===== config.mk =====
export PLATFORM = sky130hd
export DESIGN_NAME = muldiv_iter
export DESIGN_NICKNAME = d
export VERILOG_FILES = /design/src/rtl/muldiv_pkg.sv /design/src/rtl/muldiv_step.sv /design/src/rtl/muldiv_iter.sv
export SDC_FILE = /design/constraint.sdc
export NUM_CORES = 1
export LEC_CHECK = 0
export BUFFER_PORTS_ARGS = -buffer_cell sky130_fd_sc_hd__buf_2
export CAP_MARGIN = 10
export CORE_ASPECT_RATIO = 2
export CORE_MARGIN = 2
export CORE_UTILIZATION = 35
export CTS_CLUSTER_SIZE = 30
export DETAILED_ROUTE_END_ITERATION = 10
export GPL_ROUTABILITY_DRIVEN = 0
export SETUP_SLACK_MARGIN = 0.15
export SLEW_MARGIN = 20
export SYNTH_ARGS = -nofsm -noshare
export SYNTH_HDL_FRONTEND = slang
export SYNTH_SLANG_ARGS = --single-unit

===== constraint.sdc =====
create_clock -name clk -period 4.4 [get_ports clk]
set_input_delay 0.66 -clock clk [delete_from_list [all_inputs] [get_ports clk]]
set_output_delay 0.66 -clock clk [all_outputs]
set_load 0.05 [all_outputs]

===== src/rtl/muldiv_pkg.sv =====
// Shared types and funct decoding for the iterative multiply/divide unit.
// Optional feature macro used by the unit: MULDIV_REM_EN (exposes the remainder port).
package muldiv_pkg;

    typedef enum logic [2:0] {
        ST_IDLE,
        ST_PREP,
        ST_CALC,
        ST_FIX,
        ST_DONE
    } state_e;

    // funct encoding: bit 0 selects divide, bit 1 selects signed operands
    localparam logic [1:0] FUNCT_MUL = 2'b00;
    localparam logic [1:0] FUNCT_DIV = 2'b01;
    localparam logic [1:0] FUNCT_SGN = 2'b10;

    function automatic logic f_is_div(input logic [1:0] f);
        return (f & ~FUNCT_SGN) == FUNCT_DIV;
    endfunction

    function automatic logic f_is_mul(input logic [1:0] f);
        return (f & ~FUNCT_SGN) == FUNCT_MUL;
    endfunction

    function automatic logic f_is_sgn(input logic [1:0] f);
        return (f & FUNCT_SGN) != 2'b00;
    endfunction

endpackage


===== src/rtl/muldiv_step.sv =====
// One combinational iteration: shift-add for multiply, restoring shift-subtract for divide.
// hi/lo form a 2W accumulator (mul) or remainder/quotient pair (div).
module muldiv_step #(
    parameter int W = 32
) (
    input  logic         is_div_i,
    input  logic [W-1:0] hi_i,
    input  logic [W-1:0] lo_i,
    input  logic [W-1:0] m_i,
    output logic [W-1:0] hi_o,
    output logic [W-1:0] lo_o
);

    logic [W:0]   sum;
    logic [W:0]   trial;
    logic [W-1:0] diff;
    logic         ge;

    always_comb begin
        sum   = {1'b0, hi_i} + {1'b0, m_i};
        trial = {hi_i, lo_i[W-1]};
        ge    = trial >= {1'b0, m_i};
        // remainder stays below the divisor, so the difference always fits in W bits
        diff  = {hi_i[W-2:0], lo_i[W-1]} - m_i;
        hi_o  = hi_i;
        lo_o  = lo_i;
        if (is_div_i) begin
            if (ge) begin
                hi_o = diff;
                lo_o = {lo_i[W-2:0], 1'b1};
            end else begin
                hi_o = trial[W-1:0];
                lo_o = {lo_i[W-2:0], 1'b0};
            end
        end else if (lo_i[0]) begin
            {hi_o, lo_o} = {sum, lo_i[W-1:1]};
        end else begin
            {hi_o, lo_o} = {1'b0, hi_i, lo_i[W-1:1]};
        end
    end

endmodule


===== src/rtl/muldiv_iter.sv =====
// Iterative signed/unsigned multiply (low half) / divide, one bit per cycle, valid/ready on both sides.
// Define MULDIV_REM_EN to expose the remainder port.
module muldiv_iter
    import muldiv_pkg::*;
#(
    parameter int W = 32
) (
    input  logic         clk,
    input  logic         rst_n,
    input  logic         in_valid,
    output logic         in_ready,
    input  logic [W-1:0] a,
    input  logic [W-1:0] b,
    input  logic [1:0]   funct,
    output logic         out_valid,
    input  logic         out_ready,
    output logic [W-1:0] calres,
    output logic         ovf,
    output logic         sn
`ifdef MULDIV_REM_EN
   ,output logic [W-1:0] rem
`endif
);

    localparam int CNT_W = $clog2(W+1);
    localparam logic [W-1:0] MIN_V = {1'b1, {(W-1){1'b0}}};

    state_e           state_q;
    logic [W-1:0]     a_q, b_q, m_q, hi_q, lo_q;
    logic [1:0]       funct_q;
    logic             neg_q;
    logic [CNT_W-1:0] cnt_q;
    logic             in_ready_q, out_valid_q, ovf_q, sn_q;
    logic [W-1:0]     calres_q;

    logic             is_div, sgn, div0, minneg;
    logic [W-1:0]     a_abs, b_abs, hi_d, lo_d, quot_s;
    logic [2*W-1:0]   prod_s;
    logic [W-1:0]     calres_d;
    logic             ovf_d, sn_d;

`ifdef MULDIV_REM_EN
    logic             rneg_q;
    logic [W-1:0]     rem_q, rem_d;
`endif

    always_comb begin
        is_div = f_is_div(funct_q);
        sgn    = f_is_sgn(funct_q);
        a_abs  = (sgn && a_q[W-1]) ? -a_q : a_q;
        b_abs  = (sgn && b_q[W-1]) ? -b_q : b_q;
        div0   = (b_q == '0);
        minneg = sgn && (a_q == MIN_V) && (b_q == '1);
    end

    muldiv_step #(.W(W)) u_step (
        .is_div_i (is_div),
        .hi_i     (hi_q),
        .lo_i     (lo_q),
        .m_i      (m_q),
        .hi_o     (hi_d),
        .lo_o     (lo_d)
    );

    // Sign fix-up and flags, consumed in FIX
    always_comb begin
        prod_s   = neg_q ? -{hi_q, lo_q} : {hi_q, lo_q};
        quot_s   = neg_q ? -lo_q : lo_q;
        calres_d = quot_s;
        ovf_d    = 1'b0;
`ifdef MULDIV_REM_EN
        rem_d    = rneg_q ? -hi_q : hi_q;
`endif
        if (f_is_mul(funct_q)) begin
            calres_d = prod_s[W-1:0];
            ovf_d    = sgn ? (prod_s[2*W-1:W] != {W{prod_s[W-1]}})
                           : (prod_s[2*W-1:W] != '0);
`ifdef MULDIV_REM_EN
            rem_d    = '0;
`endif
        end else if (div0) begin
            calres_d = '1;
            ovf_d    = 1'b1;
`ifdef MULDIV_REM_EN
            rem_d    = a_q;
`endif
        end else if (minneg) begin
            calres_d = MIN_V;
            ovf_d    = 1'b1;
`ifdef MULDIV_REM_EN
            rem_d    = '0;
`endif
        end
        sn_d = sgn & calres_d[W-1];
    end

    always_ff @(posedge clk) begin
        if (!rst_n) begin
            state_q     <= ST_IDLE;
            in_ready_q  <= 1'b1;
            out_valid_q <= 1'b0;
            calres_q    <= '0;
            ovf_q       <= 1'b0;
            sn_q        <= 1'b0;
            cnt_q       <= '0;
            a_q         <= '0;
            b_q         <= '0;
            m_q         <= '0;
            hi_q        <= '0;
            lo_q        <= '0;
            funct_q     <= '0;
            neg_q       <= 1'b0;
`ifdef MULDIV_REM_EN
            rneg_q      <= 1'b0;
            rem_q       <= '0;
`endif
        end else begin
            case (state_q)
                ST_IDLE: begin
                    if (in_valid && in_ready_q) begin
                        a_q        <= a;
                        b_q        <= b;
                        funct_q    <= funct;
                        in_ready_q <= 1'b0;
                        state_q    <= ST_PREP;
                    end
                end
                ST_PREP: begin
                    hi_q    <= '0;
                    lo_q    <= is_div ? a_abs : b_abs;
                    m_q     <= is_div ? b_abs : a_abs;
                    neg_q   <= sgn & (a_q[W-1] ^ b_q[W-1]);
`ifdef MULDIV_REM_EN
                    rneg_q  <= sgn & a_q[W-1];
`endif
                    cnt_q   <= CNT_W'(W-1);
                    state_q <= ST_CALC;
                end
                ST_CALC: begin
                    hi_q <= hi_d;
                    lo_q <= lo_d;
                    if (cnt_q == '0) state_q <= ST_FIX;
                    else             cnt_q   <= cnt_q - 1'b1;
                end
                ST_FIX: begin
                    calres_q    <= calres_d;
                    ovf_q       <= ovf_d;
                    sn_q        <= sn_d;
`ifdef MULDIV_REM_EN
                    rem_q       <= rem_d;
`endif
                    out_valid_q <= 1'b1;
                    state_q     <= ST_DONE;
                end
                ST_DONE: begin
                    if (out_ready) begin
                        out_valid_q <= 1'b0;
                        in_ready_q  <= 1'b1;
                        state_q     <= ST_IDLE;
                    end
                end
                default: begin
                    state_q     <= ST_IDLE;
                    in_ready_q  <= 1'b1;
                    out_valid_q <= 1'b0;
                end
            endcase
        end
    end

    assign in_ready  = in_ready_q;
    assign out_valid = out_valid_q;
    assign calres    = calres_q;
    assign ovf       = ovf_q;
    assign sn        = sn_q;
`ifdef MULDIV_REM_EN
    assign rem       = rem_q;
`endif

endmodule


After elaboration in Yosys (flattened, before gate mapping). Cells that the tools add are included.

ROM bits: 0. Input bits: 70. Bits in latches: 0. RAM bits: 0. Logic and storage cells: 88. Memories kept: 0. Output and inout bits: 36. Register bits: 208.

Reductions and logical operators: 18. Add/sub/neg operators: 7. $lt $le $gt $ge: 1. Div/mod/pow operators: 0. Eq/ne operators: 11. Shift operators: 0. Bitwise operators: 5. Multiply operators: 0. Multiplexer cells: 32.

Operator list (number): $mux 32 (13); $pmux 32 s2 (2); $neg 32->32 (3); $eq 32x32->1 const B (2); $mux 64 (1); $neg 64->64 (1); $add 32x32->33 (1); $ge 33x32->1 (1); $logic_not 32->1 (1); $ne 32x32->1 (1); $reduce_bool 32->1 (1); $sub 32x32->32 (1); $pmux 3 s5 (1); $pmux 6 s2 (1); $mux 3 (3); $mux 1 (8); $ne 2x2->1 const B (4); $eq 3x2->1 const B (2); $logic_not 6->1 (1); $mux 6 (1); $pmux 1 s3 (2); $reduce_and 2->1 (3); $reduce_and 3->1 (2); $reduce_or 3->1 (2); other kinds (10) (16).

Logic depth before layout (Yosys ltp).
Depth after elaboration: 7. Mapped depth: 14. Mapped depth without buffers: 13.

By module. Synthesis repeated with hierarchy kept, for this count alone.

Cell total of the unflattened synthesis: 2249. Area, all modules: 16654.7 um^2.

Modules (own cells, without submodules): muldiv_iter (area each 11534.8 um^2, cells each 1497, seq. area each 4164.0 um^2, instances 1); muldiv_step (area each 5119.9 um^2, cells each 752, seq. area each 0.0 um^2, instances 1).

Least setup slack after synthesis. OpenSTA, ideal clock, no wires.

Path kind: register -> register. Start point: reg hi_q[10]. End point: reg ovf_q (netlist: ovf). Library setup time: 0.127 ns. Arrival time: 3.849 ns. Required time: 4.273 ns. Path slack: 0.424 ns. Stages on the path, launching flop included: 13. Period minus slack after synthesis: 3.976 ns. Cells stage by stage: dfxtp_1 > buf_2 > or4_1 > or4_1 > clkbuf_1 > or4_1 > buf_2 > or4_1 > o311ai_1 > o2111ai_1 > or4_1 > a2111oi_2 > nor3_1.

Longest elaborated chain between the ends: 5. Elaborated cells between the ends (all ways): 6. Those cells by class: add/sub: 1; eq/ne: 1; mux: 3; reduce/logical: 1.

RTL lines: start, declared (RTL line muldiv_iter.sv:29) `logic [W-1:0] a_q, b_q, m_q, hi_q, lo_q;`; start signal, assigned (RTL line muldiv_iter.sv:140) `hi_q <= hi_d;`; $neg 64->64 (RTL line muldiv_iter.sv:67) `prod_s = neg_q ? -{hi_q, lo_q} : {hi_q, lo_q};`; $mux 64 (*) (RTL line muldiv_iter.sv:67); $ne 32x32->1 / $reduce_bool 32->1 (equally long branches) (RTL line muldiv_iter.sv:76, muldiv_iter.sv:77); $mux 1 (*) (RTL line muldiv_iter.sv:76) `ovf_d = sgn ? (prod_s[2*W-1:W] != {W{prod_s[W-1]}})`; $mux 1 (*) (RTL line muldiv_iter.sv:74) `if (f_is_mul(funct_q)) begin`; end signal, assigned (RTL line muldiv_iter.sv:147) `ovf_q <= ovf_d;`; end, declared (RTL line muldiv_iter.sv:33) `logic in_ready_q, out_valid_q, ovf_q, sn_q;`.

Every way passes the cells marked *; elsewhere a longest branch is shown, timed or not. A chain may end at the register's enable or synchronous reset.

Worst setup path in the final report.
Start point: reg hi_q[8]. End point: reg ovf_q (netlist: ovf).

The elaborated chain is that of the path after synthesis.

==> results.json <==
{
  "async_flop_share_pct": 0,
  "synth-seq-cells": 208,
  "critPathLaunchType": "register",
  "num_rows": 112,
  "io_buffers": 105,
  "top_usage_layer": "met2",
  "gr-usage-met1_pct": 26.2,
  "power.switching_uw": 4980,
  "synth_cell_types": 80,
  "cp_max_fo": 7,
  "wire_per_inst_um": 22.9,
  "synth_edf_count": 0,
  "timing.final.hold_violations": 0,
  "hp-class": "in2reg",
  "n_fill_cell": 5012,
  "yosysSeqAreaShare_pct": 25.3,
  "cp_slowest_stage_delay_ps": 700,
  "synth_top_area_share_pct": 25.3,
  "core_area_um2": 46500,
  "pwr-share-seq_pct": 23.8,
  "slowest_stage": "or4_1",
  "drive_gt1_share_pct": 11.1,
  "synth.top_cells.by_area": "dfxtp_1 25%, nand2_1 8.0%, a21oi_1 7.6%",
  "htree_levels": 1,
  "reg2reg_depth": 9,
  "yosys_warnings": 0,
  "ant_nets": 0,
  "overflow": 0,
  "cp_num_buf_inv": 0,
  "drc": 0,
  "via_per_inst": 6.00,
  "layout.nets": 2454,
  "peakVddDrop_uv": 382,
  "synth_top_family_by_area": "compound AO/OA/AOI/OAI gates",
  "crit_arrival_ps": 4490,
  "finalPower_uw": 10100,
  "vias": 17724,
  "regToRegStartpoint": "hi_q[8]",
  "crit_family": "simple AND/OR/NAND/NOR gates",
  "cts.clk_slew.worst_paths_ps": 60,
  "use_met3_pct": 3.51,
  "p_comb_share_pct": 58.2,
  "p_per_area_nw_per_um2": 549,
  "end_kind": "register",
  "crit_top_cell": "or4_1",
  "hold_depth": 3,
  "synth_area_um2": 16500,
  "cts.repair.resized": 0,
  "synth-xor-area-share_pct": 8.35,
  "p_sw_share_pct": 49.2,
  "slew_violations": 0,
  "globalRouteTotalUtil_pct": 27.2,
  "syn_nets": 2416,
  "internal-power_uw": 5150,
  "grt_max_degree": 67,
  "drt-total-wl_um": 67700,
  "power.clock.fraction_pct": 18.0,
  "clockBufferDepth": 3,
  "die-area_um2": 48900,
  "use_met2_pct": 49.2,
  "ctsHoldBuffers": 0,
  "avgSynthCellArea_um2": 7.24,
  "dieHeight_um": 311,
  "place_area_um2": 17800,
  "start_util_pct": 35.4,
  "crit_start": "hi_q[8]",
  "path_cells": "or4_1, or4_1, or4_4, or4_1, o311ai_1, o2111ai_1, or4_1, a2111oi_2, nor3_1",
  "drt_iter0_drc": 1414,
  "layout_setup_ws_ps": 311,
  "worst_pin_slew_ps": 1180,
  "dp_slack_ps": 248,
  "hpwl_um": 51300,
  "worst_slew_margin_rel_pct": 21.2,
  "synth-compound-area-share_pct": 27.1,
  "fp.dieW_um": 157,
  "cp.required_ps": 4800,
  "io_pins": 106,
  "cts_tree": "built",
  "p_leak_uw": 0.00739,
  "fin_skew_ps": 13.2,
  "grt_pass1_wl_um": 101000,
  "path_class": "reg2reg",
  "synthSimpleGateAreaFrac_pct": 24.3,
  "yosys-mux-area-fraction_pct": 3.67,
  "clk_latency_ps": 530,
  "timing.max_cap.violations": 0,
  "finalCriticalPeriod_ps": 4090,
  "status": "completed",
  "setup_tns_ps": 0,
  "drt_first_pass_iters": 6,
  "worstHoldStart": "b[30]",
  "timing.fmax_mhz": 245,
  "antenna_found_initial": 1,
  "cts_setup_buffers": 0,
  "final_area_um2": 18500,
  "register_area_um2": 4170,
  "rsz0062_at_grt": "false",
  "grt_pass1_vias": 17031,
  "post-route-period-util_pct": 92.9,
  "crit_cells": 9,
  "postSynthCellCount": 2274,
  "area_delta_synth_final_pct": 12.1,
  "cts.sinks": 208,
  "ys.flop_type": "dfxtp_1",
  "layout_common_cells": "350 x nand2_1, 250 x a21oi_1, 205 x dfxtp_1",
  "setup_viol": 0,
  "synth_fa_ha_area_share_pct": 5.56,
  "multi_input_area_um2": 11400,
  "layout_commonest_cell": "nand2_1",
  "cts_root_buf": "clkbuf_16",
  "synth_top_cell_by_area": "dfxtp_1",
  "cts_buffers": 21
}
## final timing paths
path | to | slack, ps
setup / recovery | ovf | 310
hold / removal | b_q[30] | 370
setup reg to reg | ovf | 310
hold reg to reg | sn | 470
## worst reg2reg max path: cells and delay by family (launching register included)
family	cells	cell delay, ps
AO/OA/AOI/OAI	3	650
flip-flops	1	310
AND/OR/NAND/NOR	6	3020
## flip-flops by register name, indices dropped and copies added, names as in the netlist, 2 cells and up
register and count:
a_q 32, b_q 32, calres 32, cnt_q 6
funct_q 2, hi_q 32, lo_q 32, m_q 32
state_q 3
## power by group through the flow
stage | sequential [µW] | clock, µW | combinational [µW]
finish | 2410 | 1820 | 5900
CTS | 2410 | 1860 | 5660
global route | 2440 | 1910 | 6330
global placement | 2440 | 0 | 5580
floorplan | 2440 | 0 | 3810
detailed placement | 2450 | 0 | 5640
## logic make-up (layout without fill, tap and decap cells)
logic type	after synthesis	in the layout
buf+inv	245	296
mux	60	60
other cells	0	2
fa+ha+maj	72	72
simple gates	839	839
xor+xnor	157	157
compound gates	693	693
flops	208	208
## routing by layer
layer,share of wire [%],routed length [µm]
met1,33,22300
met3,5.2,3550
met4,11,7690
met5,0.016,11
met2,51,34200
## cells in the mapped netlist, types with 23 or more instances
| cell | number |
|---|---|
| a211oi_1 | 40 |
| a21o_1 | 32 |
| a21oi_1 | 250 |
| a31oi_1 | 23 |
| clkbuf_1 | 149 |
| dfxtp_1 | 208 |
| ha_1 | 70 |
| inv_1 | 70 |
| mux2i_1 | 57 |
| nand2_1 | 350 |
| nand3_1 | 39 |
| nand4_1 | 31 |
| nor2_1 | 147 |
| nor3_1 | 64 |
| nor4_1 | 37 |
| o211ai_1 | 43 |
| o21ai_0 | 113 |
| o31ai_1 | 34 |
| or3_1 | 26 |
| or4_1 | 26 |
| xnor2_1 | 100 |
| xor2_1 | 57 |
## stage by stage
stage               utilization [%]  cells  hold slack, ps
floorplan                         -   2274             449
global placement               38.2   2916             460
detailed placement             38.2   2916             466
CTS                            39.6   2952             355
global route                   39.7   2952             377
finish                         39.7   2954             370
## cell type report
cell class                 count  share of cell area [%]
clock buffer                  29                    3.28
multi-input combinational   1821                    61.8
antenna                        2                  0.0271
inverter                      74                    1.52
sequential                   208                    22.6
clock inverter                 7                   0.386
timing repair buffer         186                    6.14
tap                          627                    4.25
Note: power is estimated with default switching activity, not from simulation.
